## src/rtl/framebuffer_write_adapter.sv

```systemverilog
// -----------------------------------------------------------------------------
// framebuffer_write_adapter
//
// Purpose:
//   Takes the RAM write stream from control_cmd_readrow (row/column/pixel/data
//   with a toggling access-start strobe). Each write becomes a flat framebuffer
//   byte address, is held in a small FIFO, and is presented to the framebuffer
//   RAM port. The block pulses row_committed once every byte of a finished row
//   has been accepted by the RAM.
//
// Ports:
//   clk            system clock
//   reset          asynchronous, active-low reset
//   cmd_row        row address from readrow
//   cmd_column     column address
//   cmd_pixel      byte-in-pixel select
//   cmd_data       byte to write
//   cmd_we         write enable level
//   cmd_as         access-start toggle; every edge while cmd_we=1 is one write
//   cmd_done       one-cycle pulse: row stream complete
//   mem_addr       flat byte address to the RAM
//   mem_wdata      write data to the RAM
//   mem_we         write valid to the RAM
//   mem_ready      RAM ready
//   row_committed  one-cycle pulse once the row has fully drained to RAM
//   overflow_err   sticky: write dropped on a full buffer, or cmd_done repeated
//                  while a commit was already pending
//   range_err      sticky: write dropped because an address field is too large
//
// Handshake (RAM side): mem_we is the valid. Once mem_we=1, mem_addr/mem_wdata
// stay stable until a posedge with mem_ready=1; that posedge is the transfer.
// mem_ready may be asserted with mem_we=0 and then has no effect.
// -----------------------------------------------------------------------------
module framebuffer_write_adapter #(
  parameter int BYTES_PER_PIXEL = 2,
  parameter int PIXEL_HEIGHT    = 8,
  parameter int PIXEL_WIDTH     = 16,
  parameter int FIFO_DEPTH      = 4,
  // Field widths can represent the first out-of-range value so that a bad
  // address field is detectable rather than silently wrapping.
  localparam int RW   = $clog2(PIXEL_HEIGHT + 1),
  localparam int CW   = $clog2(PIXEL_WIDTH + 1),
  localparam int PW   = $clog2(BYTES_PER_PIXEL + 1),
  localparam int AW   = $clog2(PIXEL_HEIGHT * PIXEL_WIDTH * BYTES_PER_PIXEL),
  localparam int PTRW = $clog2(FIFO_DEPTH)
) (
  input  logic          clk,
  input  logic          reset,
  input  logic [RW-1:0] cmd_row,
  input  logic [CW-1:0] cmd_column,
  input  logic [PW-1:0] cmd_pixel,
  input  logic [7:0]    cmd_data,
  input  logic          cmd_we,
  input  logic          cmd_as,
  input  logic          cmd_done,
  output logic [AW-1:0] mem_addr,
  output logic [7:0]    mem_wdata,
  output logic          mem_we,
  input  logic          mem_ready,
  output logic          row_committed,
  output logic          overflow_err,
  output logic          range_err
);

  // ---------------------------------------------------------------------------
  // Registers
  // ---------------------------------------------------------------------------
  logic            r_prev_as;
  logic            r_pending_done;
  logic [PTRW-1:0] r_wr_ptr;
  logic [PTRW-1:0] r_rd_ptr;
  logic [PTRW:0]   r_fifo_cnt;
  logic [AW-1:0]   r_fifo_addr [FIFO_DEPTH];
  logic [7:0]      r_fifo_data [FIFO_DEPTH];
  logic [AW-1:0]   r_mem_addr;
  logic [7:0]      r_mem_wdata;
  logic            r_mem_we;
  logic            r_row_committed;
  logic            r_overflow_err;
  logic            r_range_err;

  // ---------------------------------------------------------------------------
  // Combinational control
  // ---------------------------------------------------------------------------
  logic            w_write_evt;
  logic            w_range_bad;
  logic [AW-1:0]   w_addr;
  logic [PTRW+1:0] w_occ;
  logic            w_full;
  logic            w_accept;
  logic            w_load;
  logic            w_push;
  logic            w_drop_full;
  logic            w_commit;

  assign w_write_evt = cmd_we && (cmd_as != r_prev_as);

  assign w_range_bad = (32'(cmd_row)    >= 32'(PIXEL_HEIGHT)) ||
                       (32'(cmd_column) >= 32'(PIXEL_WIDTH))  ||
                       (32'(cmd_pixel)  >= 32'(BYTES_PER_PIXEL));

  // In-range fields always fit in AW bits, so no wider intermediate is needed.
  assign w_addr = (AW'(cmd_row) * AW'(PIXEL_WIDTH) + AW'(cmd_column))
                  * AW'(BYTES_PER_PIXEL) + AW'(cmd_pixel);

  // Occupancy counts the entry sitting in the output register as well, so the
  // block buffers at most FIFO_DEPTH writes in total while the RAM stalls.
  assign w_occ    = (PTRW+2)'(r_fifo_cnt) + (PTRW+2)'(r_mem_we);
  assign w_full   = (w_occ >= (PTRW+2)'(FIFO_DEPTH));
  assign w_accept = r_mem_we && mem_ready;

  // Output register reloads whenever it is empty or being accepted.
  assign w_load = (!r_mem_we || mem_ready) && (r_fifo_cnt != '0);

  // A full buffer still takes a write if the RAM frees a slot this cycle.
  assign w_push      = w_write_evt && !w_range_bad && (!w_full || w_accept);
  assign w_drop_full = w_write_evt && !w_range_bad && !w_push;

  // Commit waits for every buffered byte (FIFO and output stage) to be
  // accepted, and for no new write entering this cycle.
  assign w_commit = r_pending_done && (w_occ == '0) && !w_push;

  // ---------------------------------------------------------------------------
  // FIFO storage (data only, no reset needed)
  // ---------------------------------------------------------------------------
  always_ff @(posedge clk) begin
    if (w_push) begin
      r_fifo_addr[r_wr_ptr] <= w_addr;
      r_fifo_data[r_wr_ptr] <= cmd_data;
    end
  end

  // ---------------------------------------------------------------------------
  // Control state
  // ---------------------------------------------------------------------------
  always_ff @(posedge clk or negedge reset) begin
    if (!reset) begin
      r_prev_as       <= 1'b0;
      r_pending_done  <= 1'b0;
      r_wr_ptr        <= '0;
      r_rd_ptr        <= '0;
      r_fifo_cnt      <= '0;
      r_mem_addr      <= '0;
      r_mem_wdata     <= '0;
      r_mem_we        <= 1'b0;
      r_row_committed <= 1'b0;
      r_overflow_err  <= 1'b0;
      r_range_err     <= 1'b0;
    end else begin
      r_prev_as <= cmd_as;

      if (w_push) begin
        r_wr_ptr <= r_wr_ptr + 1'b1;
      end
      if (w_load) begin
        r_rd_ptr <= r_rd_ptr + 1'b1;
      end
      r_fifo_cnt <= r_fifo_cnt + (PTRW+1)'(w_push) - (PTRW+1)'(w_load);

      if (!r_mem_we || mem_ready) begin
        r_mem_we <= w_load;
        if (w_load) begin
          r_mem_addr  <= r_fifo_addr[r_rd_ptr];
          r_mem_wdata <= r_fifo_data[r_rd_ptr];
        end
      end

      // A second cmd_done while one is pending is not queued.
      if (w_commit) begin
        r_pending_done <= 1'b0;
      end else if (cmd_done) begin
        r_pending_done <= 1'b1;
      end
      r_row_committed <= w_commit;

      if (w_drop_full || (cmd_done && r_pending_done)) begin
        r_overflow_err <= 1'b1;
      end
      if (w_write_evt && w_range_bad) begin
        r_range_err <= 1'b1;
      end
    end
  end

  assign mem_addr      = r_mem_addr;
  assign mem_wdata     = r_mem_wdata;
  assign mem_we        = r_mem_we;
  assign row_committed = r_row_committed;
  assign overflow_err  = r_overflow_err;
  assign range_err     = r_range_err;

endmodule

```

## config.mk

```make
export PLATFORM = sky130hd
export DESIGN_NAME = framebuffer_write_adapter
export DESIGN_NICKNAME = d
export VERILOG_FILES = /design/src/rtl/framebuffer_write_adapter.sv
export SDC_FILE = /design/constraint.sdc
export NUM_CORES = 1
export LEC_CHECK = 0
export BUFFER_PORTS_ARGS = -buffer_cell sky130_fd_sc_hd__buf_2
export CORE_MARGIN = 2
export CORE_UTILIZATION = 62
export DETAILED_ROUTE_END_ITERATION = 8
export GPL_TIMING_DRIVEN = 0
export PLACE_DENSITY = 0.84
export SYNTH_ARGS = -nofsm -noshare
export SYNTH_HDL_FRONTEND = slang
export SYNTH_SLANG_ARGS = --single-unit
```

## constraint.sdc

```tcl
create_clock -name clk -period 5.95 [get_ports clk]
set_input_delay 0.8925 -clock clk [delete_from_list [all_inputs] [get_ports clk]]
set_output_delay 0.8925 -clock clk [all_outputs]
set_load 0.02 [all_outputs]
```

==> results.sh, run 1 <==
export IMPL_worst_slew_pin_transition_ns=0.870
export IMPL_synth_top_area_share_pct=50.8
export IMPL_num_io_pins=45
export IMPL_crit_path_max_fanout=7
export IMPL_synth_warnings=0
export IMPL_drive_gt1_share_pct=34.6
export IMPL_vias=1862
export IMPL_initialDrtViolationCount=158
export IMPL_synthTopCellsByArea="edfxtp_1, dfrtp_1, mux4_1"
export IMPL_max_clock_freq_mhz=354
export IMPL_grt_antenna_before_repair=0
export IMPL_reg2reg_setup_slack_ns=3.28
export IMPL_wirelength_um=6190
export IMPL_yosysSeqAreaShare_pct=70.0
export IMPL_crit_path_top_delay_cell="nor3_1"
export IMPL_syn_nets=233
export IMPL_hold_path_class="reg -> reg"
export IMPL_netlist_instances=194
export IMPL_clk_pin_slew_worst_paths_ns=0.08
export IMPL_worstPathArrival_ns=3.06
export IMPL_final_nets=288
export IMPL_grt_pass1_vias=1910
export IMPL_grt_overflow_total=0
export IMPL_cts_resized_gates=0
export IMPL_cts_hold_buf=0
export IMPL_hold_viol=0
export IMPL_diodes=0
export IMPL_post_cts_setup_buffers=0
export IMPL_root_buffer="clkbuf_8"
export IMPL_numClockSinks=93
export IMPL_ir_drop_v=0.000257
export IMPL_post_place_ws_ns=2.75
export IMPL_final_min_clock_period_ns=2.82
export IMPL_port_buffers=44
export IMPL_dr_pass1_iters=4
export IMPL_cellLeakagePower_uw=0.00167
export IMPL_place_hpwl_um=4050
export IMPL_p_per_area_nw_per_um2=437
export IMPL_coreArea_um2=5920
export IMPL_max_cap_viol_count=0
export IMPL_track_usage_pct=20.8
export IMPL_dieWidth_um=82.1
export IMPL_setup_viol=0
export IMPL_worst_clock_skew_ns=0.00949
export IMPL_clock_latency_ns=0.35
export IMPL_synth_edf_count=64
export IMPL_yosysMostFrequentCell="edfxtp_1"
export IMPL_grt_pass1_wl_um=9570
export IMPL_cts_buffer_depth=2
export IMPL_die_y_um=82.1
export IMPL_cpPeakStageDelay_ns=0.41
export IMPL_ys_top_cells_by_count="edfxtp_1, dfrtp_1, ha_1"
export IMPL_hold_depth=1
export IMPL_cts_htree_levels=3
export IMPL_nFillCells=364
export IMPL_cts_tree="built"
export IMPL_post_route_period_util_pct=47.4
export IMPL_ant_nets=0
export IMPL_reg2regPathDepth=11
export IMPL_yosysTopAreaCell="edfxtp_1"
export IMPL_endpoint_kind="register"
export IMPL_min_delay_start="range_err"
export IMPL_rsz0062_at_grt="false"
export IMPL_grt_max_degree=30
export IMPL_tns_ns=0
export IMPL_synth_ff_latch_count=93
export IMPL_regToRegEndpoint="r_fifo_cnt[2]"
export IMPL_rows=28
export IMPL_critPathKind="in -> reg"
export IMPL_drv_slew=0
export IMPL_syn_cell_area_um2=3780
export IMPL_timing_hold_ws_ns=0.492
export IMPL_start_util_pct=63.8
export IMPL_required_ns=6.19
export IMPL_timing_final_ws_setup_ns=3.13
export IMPL_vias_per_cell=5.66
export IMPL_r2r_start="mem_we"
export IMPL_outcome="completed"
export IMPL_place_gp_congestion=0.656
export IMPL_crit_path_start_kind="input pin"
export IMPL_area_growth_pct=13.3
export IMPL_cts_made_buffers=9
export IMPL_die_area_um2=6740
export IMPL_async_flop_share_pct=31.2
export IMPL_hold_end="range_err"
export IMPL_synthFlopType="edfxtp_1"
export IMPL_synth_cell_types=26
export IMPL_post_route_drc_count=0
export IMPL_slew_headroom_pct=42.0
export IMPL_wl_per_cell_um=18.8
export IMPL_path_cells="buf_2 > nor3_1 > nand3_1 > a21oi_2 > inv_1 > ha_1 > inv_1 > ha_1 > fa_1 > xnor2_1"
export IMPL_syn_avg_cell_area_um2=19.5
==> cell families (layout without fill, tap and decap cells) <==
kind of cell | Yosys count | in the layout | share of synthesized area [%]
AO/OA/AOI/OAI | 6 | 6 | 1.06
XOR/XNOR | 12 | 12 | 2.78
adder cells (fa/ha/maj) | 14 | 14 | 4.83
buffers and inverters | 13 | 73 | 2.15
flip-flops | 93 | 93 | 70.0
multiplexers | 33 | 33 | 16.2
AND/OR/NAND/NOR | 23 | 23 | 2.95
==> layer usage <==
| metal | vias up | track usage (%) | part of all wire (%) |
|---|---|---|---|
| li1 | 852 | - | - |
| met1 | 938 | 26.7 | 39 |
| met2 | 61 | 33.6 | 53 |
| met3 | 11 | 4.40 | 5.0 |
| met4 | 0 | 11.0 | 2.3 |
| met5 | - | 0 | 0 |
==> state kept, by name, indices dropped and copies added, names as in the netlist <==
name and cells:
mem_addr 8, r_pending_done 1, r_prev_as 1, overflow_err 1, r_fifo_addr 32, r_wr_ptr 2, mem_wdata 8, row_committed 1
r_fifo_data 32, mem_we 1, r_rd_ptr 2, range_err 1, r_fifo_cnt 3
==> where the power goes <==
part	internal [uW]	switching, uW
combinational	309	304
sequential	791	61.0
clock	191	215
total	1290	580
==> cells in the final DEF, fill, tap and decap left out <==
cell type	netlist	layout
inv_1	8	8
edfxtp_1	64	64
nand3_1	5	5
nor2_1	3	3
dfrtp_1	29	29
clkinv_1	0	3
clkbuf_1	1	1
o21ai_0	2	2
a21oi_2	2	2
nand2_1	7	7
and2_1	4	4
mux4_1	8	8
xnor2_1	8	8
nor3_1	2	2
clkinv_4	0	2
buf_2	1	45
a21oi_1	1	1
fa_1	1	1
mux4_2	8	8
o21bai_1	1	1
mux2_4	8	8
mux2_2	9	9
clkinvlp_4	0	1
xor2_1	4	4
and3_1	1	1
bufinv_16	0	1
buf_12	1	1
ha_1	13	13
buf_6	2	2
nor3b_1	1	1
clkbuf_8	0	9
==> layout make-up <==
| cell class | instances | area (um^2) | share of cell area [%] |
|---|---|---|---|
| clock buffer | 9 | 124 | 2.89 |
| timing repair buffer | 44 | 220 | 5.14 |
| buffer | 5 | 51.3 | 1.20 |
| tap | 75 | 93.8 | 2.19 |
| multi-input combinational | 88 | 1050 | 24.5 |
| inverter | 8 | 30.0 | 0.701 |
| sequential | 93 | 2650 | 61.8 |
| clock inverter | 7 | 66.3 | 1.55 |
==> worst max-delay path, delay by kind of cell <==
| kind | cells | cell delay [ns] |
|---|---|---|
| compound gates | 1 | 0.31 |
| fa+ha+maj | 3 | 0.85 |
| buf+inv | 3 | 0.25 |
| xor+xnor | 1 | 0.14 |
| simple gates | 2 | 0.61 |
==> worst max-delay path by stage <==
stage / start / to / slack [ns] / cells after the start
3_3_place_gp: cmd_row[3] / r_fifo_cnt[2] / 2.81 / 10
2_1_floorplan: cmd_row[3] / r_fifo_cnt[2] / 3.34 / 9
4_1_cts: cmd_column[4] / r_fifo_cnt[2] / 3.10 / 10
5_1_grt: cmd_row[3] / r_fifo_cnt[2] / 2.91 / 10
3_5_place_dp: cmd_column[4] / r_fifo_cnt[2] / 2.75 / 10
6_report: cmd_column[4] / r_fifo_cnt[2] / 3.13 / 10
==> stage by stage <==
| step | util (%) | power, uW | area (um^2) | std cells |
|---|---|---|---|---|
| finish | 72.4 | 1870 | 4280 | 329 |
| global route | 72.4 | 1980 | 4280 | 329 |
| CTS | 72.4 | 1890 | 4280 | 329 |
| detailed placement | 69.1 | 1480 | 4090 | 313 |
| global placement | 69.1 | 1450 | 4090 | 313 |
| floorplan | - | 1310 | 3780 | 194 |
(Power assumes the default switching activity.)
==> inputs of run 2 (changes only) <==
--- a/config.mk
+++ b/config.mk
@@ -5,12 +5,13 @@
 export SDC_FILE = /design/constraint.sdc
 export NUM_CORES = 1
 export LEC_CHECK = 0
+export ABC_AREA = 1
 export BUFFER_PORTS_ARGS = -buffer_cell sky130_fd_sc_hd__buf_2
 export CORE_MARGIN = 2
-export CORE_UTILIZATION = 62
+export CORE_UTILIZATION = 52
 export DETAILED_ROUTE_END_ITERATION = 8
 export GPL_TIMING_DRIVEN = 0
-export PLACE_DENSITY = 0.84
+export PLACE_DENSITY = 0.75
 export SYNTH_ARGS = -nofsm -noshare
 export SYNTH_HDL_FRONTEND = slang
 export SYNTH_SLANG_ARGS = --single-unit
==> constraint.sdc (replaced) <==
create_clock -name clk -period 2.4 [get_ports clk]
set_input_delay 0.36 -clock clk [delete_from_list [all_inputs] [get_ports clk]]
set_output_delay 0.36 -clock clk [all_outputs]
set_load 0.02 [all_outputs]
==> results.sh, run 2 <==
export IMPL_place_hpwl_um=5060
export IMPL_async_flop_share_pct=31.2
export IMPL_synthFlopType="edfxtp_1"
export IMPL_slew_headroom_pct=36.3
export IMPL_syn_cell_area_um2=3910
export IMPL_p_sw_share_pct=37.2
export IMPL_final_common_cell="nand2_1"
export IMPL_track_usage_pct=19.6
export IMPL_netlist_instances=338
export IMPL_vias_per_cell=5.10
export IMPL_crit_path_max_fanout=16
export IMPL_area_growth_pct=16.3
export IMPL_diodes=0
export IMPL_top_regs="r_fifo_addr x32, r_fifo_data x32"
export IMPL_num_io_pins=45
export IMPL_dieWidth_um=90.7
export IMPL_synthTopCellsByArea="edfxtp_1, dfrtp_1, nand2_1"
export IMPL_synthAdderAreaFrac_pct=4.67
export IMPL_grt_overflow_total=0
export IMPL_hold_path_class="in -> async"
export IMPL_numClockSinks=93
export IMPL_comb_power_share_pct=38.9
export IMPL_r2r_start="r_fifo_cnt[0]"
export IMPL_worstPathArrival_ns=2.27
export IMPL_drive_gt1_share_pct=22.8
export IMPL_worst_clock_skew_ns=0.0104
export IMPL_syn_nets=377
export IMPL_max_cap_viol_count=0
export IMPL_endpoint_kind="register"
export IMPL_rsz0062_at_grt="true"
export IMPL_yosysTopAreaCell="edfxtp_1"
export IMPL_vias=2566
export IMPL_worst_slew_pin_transition_ns=0.954
export IMPL_final_min_clock_period_ns=2.30
export IMPL_netSwitchingPower_uw=1950
export IMPL_coreArea_um2=7250
export IMPL_synth_cell_types=23
export IMPL_cts_tree="built"
export IMPL_die_y_um=90.7
export IMPL_place_gp_congestion=0.740
export IMPL_design_area_um2=4550
export IMPL_internal_power_uw=3290
export IMPL_clkPwrFrac_pct=21.2
export IMPL_clk_pin_slew_worst_paths_ns=0.09
export IMPL_place_area_um2=4260
export IMPL_p_seq_share_pct=39.9
export IMPL_outcome="completed"
export IMPL_ys_top_cells_by_count="nand2_1, edfxtp_1, nor2_1"
export IMPL_synth_top_area_share_pct=49.2
export IMPL_drv_slew=0
export IMPL_synth_mux_area_share_pct=0
export IMPL_critPathKind="reg -> reg"
export IMPL_yosysSeqAreaShare_pct=67.8
export IMPL_regToRegEndpoint="r_fifo_addr[2][7]"
export IMPL_clock_latency_ns=0.35
export IMPL_mostFrequentLayoutCells="nand2_1, edfxtp_1, nor2_1"
export IMPL_yosysMostFrequentCell="nand2_1"
export IMPL_crit_path_top_delay_cell="nor2_2"
export IMPL_grt_pass1_wl_um=12400
export IMPL_rows=31
export IMPL_synth_compound_area_share_pct=6.53
export IMPL_ir_drop_v=0.000384
export IMPL_syn_avg_cell_area_um2=11.6
export IMPL_synth_simple_area_share_pct=14.5
export IMPL_max_clock_freq_mhz=436
export IMPL_root_buffer="clkbuf_8"
export IMPL_nFillCells=582
export IMPL_synth_edf_count=64
export IMPL_timing_hold_ws_ns=0.0194
export IMPL_cts_buffer_depth=2
export IMPL_ant_nets=0
export IMPL_crit_path_start_kind="register"
export IMPL_path_cells="ha_1 > ha_2 > nand2_1 > nand3_2 > nand2_2 > nand2_4 > nor2_2"
export IMPL_grt_antenna_before_repair=0
export IMPL_grt_max_degree=30
export IMPL_grt_pass1_vias=2498
export IMPL_p_per_area_nw_per_um2=1150
export IMPL_reg2regPathDepth=7
export IMPL_reg2reg_setup_slack_ns=0.10
export IMPL_die_area_um2=8220
export IMPL_post_route_period_util_pct=95.7
export IMPL_start_util_pct=53.9
export IMPL_initialDrtViolationCount=193
export IMPL_dr_pass1_iters=4
export IMPL_cpPeakStageDelay_ns=0.74
export IMPL_synth_warnings=0
export IMPL_synth_top_family_by_area="simple AND/OR/NAND/NOR gates"
export IMPL_synth_xor_area_share_pct=1.79
export IMPL_hold_viol=0
export IMPL_port_buffers=44
export IMPL_cellLeakagePower_uw=0.00188
export IMPL_post_route_drc_count=0
export IMPL_power_total_uw=5240
export IMPL_wirelength_um=7650
export IMPL_wl_per_cell_um=15.2
export IMPL_synth_ff_latch_count=93
export IMPL_setup_viol=0
export IMPL_required_ns=2.37
export IMPL_final_nets=438
export IMPL_cts_htree_levels=3
export IMPL_cts_made_buffers=9
## run 2: cell count changes in the layout (fill, tap and decap cells not counted), sizes merged, moves of 14 or more
cell | previous run | this run
nand2 | 7 | 68
nor2 | 3 | 62
o21ai | 2 | 48
mux2 | 17 | 0
mux4 | 16 | 0
buf | 48 | 62
## run 2: how the worst max path moves through the flow
stage,start,end,slack (ns),depth (start not counted)
floorplan,mem_we,r_fifo_addr[0][0],0.03,7
global placement,mem_we,r_fifo_addr[0][2],-0.47,7
detailed placement,mem_we,r_fifo_data[0][1],-0.12,7
CTS,r_fifo_cnt[0],r_fifo_addr[0][0],0.009,7
global route,r_fifo_cnt[0],r_fifo_addr[0][0],-0.07,7
finish,r_fifo_cnt[0],r_fifo_addr[2][7],0.10,7
## run 2: cell families after synthesis
| kind of cell | Yosys count |
|---|---|
| xor+xnor | 8 |
| compound gates | 51 |
| fa+ha+maj | 14 |
| flops | 93 |
| simple gates | 140 |
| buf+inv | 32 |
## run 2: power by group through the flow
stage	clock [uW]	sequential (uW)	combinational, uW
6_report	1110	2090	2040
3_5_place_dp	0	2130	1940
3_3_place_gp	0	2120	1870
2_1_floorplan	0	2290	1200
4_1_cts	1120	2090	2000
5_1_grt	1190	2120	2280
## run 2: cell type report
| class | instances | area (um^2) | area share (%) |
|---|---|---|---|
| clock inverter | 7 | 90.1 | 1.98 |
| buffer | 12 | 106 | 2.34 |
| multi-input combinational | 213 | 1110 | 24.4 |
| inverter | 20 | 80.1 | 1.76 |
| tap | 99 | 124 | 2.73 |
| timing repair buffer | 50 | 265 | 5.84 |
| sequential | 93 | 2650 | 58.2 |
| clock buffer | 9 | 124 | 2.73 |
## run 2: timing repair
item | 4_1_cts | 5_1_grt
pin swaps | 1 | 4
setup buffers | 2 | 4
resized for setup | 2 | 3
hold buffers | 0 | 0
setup endpoints to repair | 66 | 66
## run 2: per-layer routing
| metal | up-vias | global-route usage, % | wire, um |
|---|---|---|---|
| li1 | 1250 | - | - |
| met1 | 1203 | 26.2 | 3290 |
| met2 | 99 | 31.8 | 3710 |
| met3 | 14 | 3.84 | 524 |
| met4 | 0 | 7.44 | 121 |
| met5 | - | 0 | 0 |
## run 2: worst max-delay path: cells and delay by family (launching register included)
kind                     cells  cell delay, ns
flip-flops                   1            0.41
adder cells (fa/ha/maj)      2            0.39
AND/OR/NAND/NOR              5            1.13
## run 2: through the flow
stage / utilization, % / setup WS (ns) / std cells / TNS, ns
floorplan: - / 0.0258 / 338 / 0
global placement: 58.6 / -0.469 / 481 / -29.02
detailed placement: 58.8 / -0.121 / 481 / -6.33
CTS: 62.0 / 0.00891 / 499 / 0
global route: 62.7 / -0.0677 / 503 / -2.30
finish: 62.7 / 0.104 / 503 / 0
